### src/rtl/down_counter_timer_if.sv
// rtl/down_counter_timer_if.sv - control and status bundle for down_counter_timer
interface down_counter_timer_if #(
  parameter int WIDTH = 8
);
  logic             Load;
  logic [WIDTH-1:0] LoadValue;
  logic             Enable;
  logic             AutoReload;
  logic             Stop;
  logic [WIDTH-1:0] CounterValue;
  logic             Busy;
  logic             Done;
  logic             Expired;

  modport master (
    output Load, LoadValue, Enable, AutoReload, Stop,
    input  CounterValue, Busy, Done, Expired
  );

  modport slave (
    input  Load, LoadValue, Enable, AutoReload, Stop,
    output CounterValue, Busy, Done, Expired
  );
endinterface

### src/rtl/down_counter_timer.sv
// rtl/down_counter_timer.sv - loadable down counter with one-shot / periodic reload
module down_counter_timer #(
  parameter int WIDTH = 8
) (
  input logic             Clock,
  input logic             Reset,
  down_counter_timer_if.slave bus
);
  typedef enum logic [1:0] {
    IDLE = 2'd0,
    RUN  = 2'd1,
    DONE = 2'd2
  } state_t;

  state_t           state_q, state_n;
  logic [WIDTH-1:0] count_q, count_n;
  logic [WIDTH-1:0] reload_q, reload_n;
  logic             done_q, done_n;

  always_ff @(posedge Clock) begin
    if (Reset) begin
      state_q  <= IDLE;
      count_q  <= '0;
      reload_q <= '0;
      done_q   <= 1'b0;
    end else begin
      state_q  <= state_n;
      count_q  <= count_n;
      reload_q <= reload_n;
      done_q   <= done_n;
    end
  end

  // Priority below reset: Load, then Stop, then counting in RUN.
  always_comb begin
    state_n  = state_q;
    count_n  = count_q;
    reload_n = reload_q;
    done_n   = 1'b0;
    if (bus.Load) begin
      reload_n = bus.LoadValue;
      count_n  = bus.LoadValue;
      if (bus.LoadValue != '0) begin
        state_n = RUN;
      end else begin
        state_n = DONE;
        done_n  = 1'b1;
      end
    end else if (bus.Stop) begin
      state_n = IDLE;
    end else if (state_q == RUN && bus.Enable) begin
      if (count_q > WIDTH'(1)) begin
        count_n = count_q - WIDTH'(1);
      end else if (count_q == WIDTH'(1)) begin
        done_n = 1'b1;
        // AutoReload is only consulted here, at the terminal count.
        if (bus.AutoReload) begin
          count_n = reload_q;
        end else begin
          count_n = '0;
          state_n = DONE;
        end
      end
    end
  end

  assign bus.CounterValue = count_q;
  assign bus.Done         = done_q;
  assign bus.Busy         = (state_q == RUN);
  assign bus.Expired      = (state_q == DONE);
endmodule
### src/flat_wrapper.sv
// flat-port wrapper written by rule: the top's interface ports become plain ports
module down_counter_timer_flat 
#(
  parameter int WIDTH = 8
)
  (Clock, Reset, bus_Load, bus_LoadValue, bus_Enable, bus_AutoReload, bus_Stop, bus_CounterValue, bus_Busy, bus_Done, bus_Expired);
  down_counter_timer_if #(.WIDTH(WIDTH)) bus_i ();
  input logic Clock;
  input logic Reset;
  input wire logic [$bits(bus_i.Load)-1:0] bus_Load;
  input wire logic [$bits(bus_i.LoadValue)-1:0] bus_LoadValue;
  input wire logic [$bits(bus_i.Enable)-1:0] bus_Enable;
  input wire logic [$bits(bus_i.AutoReload)-1:0] bus_AutoReload;
  input wire logic [$bits(bus_i.Stop)-1:0] bus_Stop;
  output wire logic [$bits(bus_i.CounterValue)-1:0] bus_CounterValue;
  output wire logic [$bits(bus_i.Busy)-1:0] bus_Busy;
  output wire logic [$bits(bus_i.Done)-1:0] bus_Done;
  output wire logic [$bits(bus_i.Expired)-1:0] bus_Expired;
  assign bus_i.Load = bus_Load;
  assign bus_i.LoadValue = bus_LoadValue;
  assign bus_i.Enable = bus_Enable;
  assign bus_i.AutoReload = bus_AutoReload;
  assign bus_i.Stop = bus_Stop;
  assign bus_CounterValue = bus_i.CounterValue;
  assign bus_Busy = bus_i.Busy;
  assign bus_Done = bus_i.Done;
  assign bus_Expired = bus_i.Expired;
  down_counter_timer #(.WIDTH(WIDTH)) u_core (.Clock(Clock), .Reset(Reset), .bus(bus_i));
endmodule
### config.mk
export PLATFORM = sky130hd
export DESIGN_NAME = down_counter_timer_flat
export DESIGN_NICKNAME = d
export VERILOG_FILES = /design/src/rtl/down_counter_timer_if.sv /design/src/rtl/down_counter_timer.sv /design/src/flat_wrapper.sv
export SDC_FILE = /design/constraint.sdc
export NUM_CORES = 1
export LEC_CHECK = 0
export CAP_MARGIN = 0
export CORE_ASPECT_RATIO = 1.25
export CORE_MARGIN = 1
export CORE_UTILIZATION = 54
export CTS_CLUSTER_SIZE = 14
export DETAILED_ROUTE_END_ITERATION = 10
export GPL_TIMING_DRIVEN = 0
export PLACE_DENSITY = 0.89
export SETUP_SLACK_MARGIN = 0.05
export SYNTH_ARGS = -nofsm -noshare
export SYNTH_HDL_FRONTEND = slang
export SYNTH_SLANG_ARGS = --single-unit
export TNS_END_PERCENT = 50
### constraint.sdc
create_clock -name Clock -period 2.73 [get_ports Clock]
set_input_delay 0.546 -clock Clock [delete_from_list [all_inputs] [get_ports Clock]]
set_output_delay 0.546 -clock Clock [all_outputs]
set_load 0.01 [all_outputs]
Word-level counts from Yosys, hierarchy flattened
Cells that the tools add are included.

Add/subtract/negate cells: 1. Multipliers: 0. Divide/modulo/power cells: 0. Magnitude comparators: 1. Equality and inequality tests: 6. Shifts and indexed selects: 0. Multiplexer cells: 19. Bitwise logic cells: 0. Reduce and logical (&&, ||, !) cells: 8.

Operator list (number): $mux 8 (6); $mux 2 (7); $reduce_bool 3->1 (3); $eq 8x1->1 const B (1); $gt 8x1->1 const B (1); $reduce_bool 8->1 (1); $sub 8x1->8 const B (1); $mux 1 (6); $reduce_and 4->1 (1); $ne 3x2->1 const B (1); $ne 3x3->1 const B (1); $reduce_and 3->1 (1); $eq 2x1->1 const B (1); $eq 2x2->1 const B (1); $ne 2x2->1 const B (1); $reduce_bool 2->1 (1); $logic_and 1x1->1 (1).

Flip-flop bits (word level): 19. Bits in latches: 0. RAM bits: 0. ROM bits: 0. Input bits: 14. Output and inout bits: 11. Word-level logic and storage cells: 39. Memories kept: 0.

Depth between registers and ports, before layout
Depth after elaboration: 6. Gate-level depth with buffers: 7. Mapped depth without buffers: 6.

Worst setup path after synthesis
OpenSTA, ideal clock, no wires.

Path kind: reg-to-reg. Start point: register u_core.count_q[0] (netlist: u_core.bus.CounterValue[0]). End point: register u_core.count_q[7] (netlist: u_core.bus.CounterValue[7]). Library setup time: 0.132 ns. Arrival time: 1.649 ns. Data required time: 2.598 ns. Setup slack: 0.949 ns. Stages on the path, launching flop included: 8. Path buffers: 1. Period minus slack after synthesis: 1.781 ns. Cells stage by stage: dfxtp_1 > inv_1 > ha_1 > or2_2 > clkbuf_1 > and4_1 > o211ai_1 > a22oi_1.

Cells in the longest elaborated chain, start to end: 5. Elaborated cells on any way between the ends: 9. Those cells by class: add/sub (1); order compare (1); eq/ne (1); mux (4); reduce/logical (2).

RTL lines: start: declaration (line down_counter_timer.sv:16) `logic [WIDTH-1:0] count_q, count_n;`; start signal: assignment (line down_counter_timer.sv:28) `count_q <= count_n;`; $sub 8x1->8 or $gt 8x1->1 (tied branches) (line down_counter_timer.sv:53, down_counter_timer.sv:52); $mux 8 (line down_counter_timer.sv:52) `if (count_q > WIDTH'(1)) begin`; $mux 8 (line down_counter_timer.sv:51) `end else if (state_q == RUN && bus.Enable) begin`; $mux 8 (line down_counter_timer.sv:49) `end else if (bus.Stop) begin`; $mux 8 (line down_counter_timer.sv:40) `if (bus.Load) begin`.

Parallel ways exist; a longest one is shown, timed or not. The select of a mux whose other input is x is not followed. A chain may end at the register's enable or synchronous reset.

Final worst setup path
Start point: input port bus_Stop. End point: register u_core.count_q[2] (netlist: u_core.bus.CounterValue[2]).

Cells in the longest elaborated chain, start to end: 2.

RTL lines: start: declaration (line flat_wrapper.sv:14) `input wire logic [$bits(bus_i.Stop)-1:0] bus_Stop;`; $ne 2x2->1 (no line); $reduce_and 3->1 (no line).

Every way passes these cells.

==> results.md <==
* Status: finished with violations
* Synth async-reset ratio at 0
* H-tree depth at 1
* Multiplexer area fraction after synthesis at 0.0351
* Antenna diodes at 0
* Post-DRT Antenna Nets at 0
* Worst path slowest cell: nor4bb_1
* Total Nets Final at 194
* Synth Area in Compound Gates at 0.228
* Synth Flop Type: dfxtp_1
* Hold path cells at 2
* Vias in the first global route at 1233
* R2r worst-path depth at 6
* Slew margin rel. at 0.463
* Final WL at 3.44 mm
* Max Cap Viol at 0
* Die H at 54.2 um
* RSZ-0062 raised after global routing: no
* Detailed-router iteration count before antenna repair at 9
* Worst min path class: reg2reg
* Core area at 2000 um2
* Initial Util at 0.587
* CP Depth at 5
* Vias/cell at 6.82
* Vias post-DR at 1344
* Buffers & Inverters on Critical Path at 1
* Number of I/O pins at 25
* Placed wire-length estimate at 2.49 mm
* Clk buf depth at 2
* Mapped cell area at 1180 um2
* WL/cell at 17.4 um
* Lkg Pwr at 0.510 nW
* Post-synth cell types at 42
* # rows at 18
* Buffers on Ports at 24
* CTS Root Cell: clkbuf_4
* Number of DRC markers in iteration 0 at 119
* Synthesis-stage register bit count at 19
* Critical Path RT at 2910 ps
* Clk sinks at 19
* Worst-Margin Slew at 794 ps
* CTS resizes at 0
* Worst VDD drop at 0.315 mV
* Post-Layout Cell Count at 197
* Area growth, synth to finish at 24.8%
* Post-synth EDFFs at 0
* CP max stage delay at 730 ps
* Failing checks: DRC
* Crit path time final at 2130 ps
* DP Worst Slack at 382 ps
* Congestion Overflow GR at 0
* Largest family of logic cells by synthesized area: simple AND/OR/NAND/NOR gates
* Die Width at 43.7 um
* Clock Skews at 1.58 ps
* DIE AREA at 2370 um2
* Post-synthesis simple-gate area fraction at 0.334
* R2R Setup Slk at 670 ps
* CP top delay family: simple AND/OR/NAND/NOR gates
* Final worst setup slack at 601 ps
* Number of placed instances, taps included at 193
* DP Area at 1440 um2
* Crit. End Element: flop
* Final Hold Fails at 0
* CP Launch Type: input pin
* Max Freq at 470 MHz
* CP Data Arrival Time at 2310 ps
* GR Util All Layers at 0.312
* Syn nets at 165
* Max Slew Vio Count at 0
* Largest fanout on the critical path at 6
* Total CTS buffers at 3
* Synth Area in XOR/XNOR at 0
* First-pass GRT wire length at 5.59 mm
* Design Area, Final at 1470 um2
* Adder-cell area share of the yosys netlist at 0.0213
* Final core occ at 0.732
* Gpl congestion at 0.994
* Post-CTS Setup Bufs at 0
* Cells along the critical path: clkdlybuf4s50_1 -> nor4bb_1 -> o21ai_0 -> nor3b_1 -> o22ai_1
* Clk Latency, worst-skew pair at 300 ps
* CTS tree: done
* Layout cells sized above 1 at 0.0621
* Avg Cell Area, Syn at 7.89 um2
* Total power divided by cell area at 435 nW/um2
* Synthesized netlist cell count at 149
* Largest net degree at the start of global routing at 11
* Final Setup Violations at 0
* CTS Hold Bufs at 0
* Clk slew on worst S/H paths at 110 ps
* Syn. warnings at 0
* Overall power at 0.639 mW
* Setup TNS at 0 ps
* DRC viols at 2
* Fin Hold WS at 476 ps
* Initial antenna violation count at 0
* Final period util at 0.780
* CP Class: in2reg
* Seq/Total Area, Yosys at 0.323
kinds of logic (layout without fill, tap and decap cells):
| kind of cell | Yosys count | after routing |
|---|---|---|
| buffers and inverters | 16 | 44 |
| AOI/OAI and AO/OA | 43 | 43 |
| DFF | 19 | 19 |
| and+or+nand+nor | 65 | 65 |
| adders and majority gates | 2 | 2 |
| muxes | 4 | 4 |
flip-flops by register name (all words and copies together), names as in the netlist:
| register | flops |
|---|---|
| u_core.state_q | 2 |
| u_core.bus.CounterValue | 8 |
| u_core.reload_q | 8 |
| u_core.bus.Done | 1 |
placed cells by master, fill, tap and decap left out, types with 2 or more instances in the layout:
master and instances:
clkdlybuf4s50_1 24, dfxtp_1 19, a21oi_1 13, nor2_1 12, nand2_1 11, inv_1 9
a31oi_1 7, o21ai_0 7, nand2b_1 7, clkbuf_1 6, nor4_1 4, nor2b_1 3
nor3_1 3, nand3_1 3, nand4_1 3, a22oi_1 3, mux2i_1 3, o22ai_1 3
clkbuf_4 3, nor4b_1 2, o211ai_1 2, nor4bb_1 2, nor3b_1 2, and4_1 2
or3_1 2, and3_1 2, o31ai_1 2, ha_1 2
report_power, final:
part / switching, mW / internal [mW] / leakage (nW)
Sequential: 0.0207 / 0.292 / 0.156
Clock: 0.0917 / 0.0570 / 0.0150
Combinational: 0.0943 / 0.0830 / 0.339
synth_stat cells, drive strengths merged (3+ instances only):
| cell type | number | share of area |
|---|---|---|
| a21oi | 13 | 0.055 |
| o22ai | 3 | 0.016 |
| dfxtp | 19 | 0.32 |
| o21ai | 8 | 0.034 |
| nor2b | 3 | 0.016 |
| a31oi | 7 | 0.037 |
| nand4 | 3 | 0.016 |
| nand2 | 11 | 0.035 |
| nor2 | 12 | 0.038 |
| o211ai | 3 | 0.023 |
| nand2b | 7 | 0.037 |
| mux2i | 3 | 0.026 |
| nor3 | 4 | 0.021 |
| nand3 | 3 | 0.013 |
| clkbuf | 5 | 0.016 |
| nor4 | 5 | 0.039 |
| inv | 9 | 0.029 |
| a22oi | 3 | 0.019 |
layout make-up:
| type | instances | area, um2 |
|---|---|---|
| plain buffers | 7 | 35.0 |
| clock buffers | 4 | 26.3 |
| fillers | 164 | 537 |
| inverters | 9 | 33.8 |
| multi-input cells | 114 | 727 |
| flip-flops and latches | 19 | 380 |
| well taps | 20 | 25.0 |
| repair buffers | 24 | 240 |
worst reg2reg max path, stage by stage, from the launching register on:
cell and delay (ps):
dfxtp_1 450, inv_1 120, ha_1 290, nor4b_1 570, mux2i_1 140, o41ai_1 260
a22oi_1 130
worst paths after layout:
kind | from | endpoint
max | bus_Stop | u_core.bus.CounterValue[2]
min | u_core.reload_q[5] | u_core.reload_q[5]
max reg2reg | u_core.bus.CounterValue[1] | u_core.bus.CounterValue[7]
min reg2reg | u_core.reload_q[5] | u_core.reload_q[5]
metal layers:
metal	wire, um	vias up	global-route usage	part of all wire
met5	0	-	0	0
met4	93	0	0.182	0.027
met3	327	11	0.0302	0.095
met2	1670	104	0.540	0.49
met1	1340	613	0.373	0.39
li1	-	616	-	-
Power figures use the tool's default switching activity.
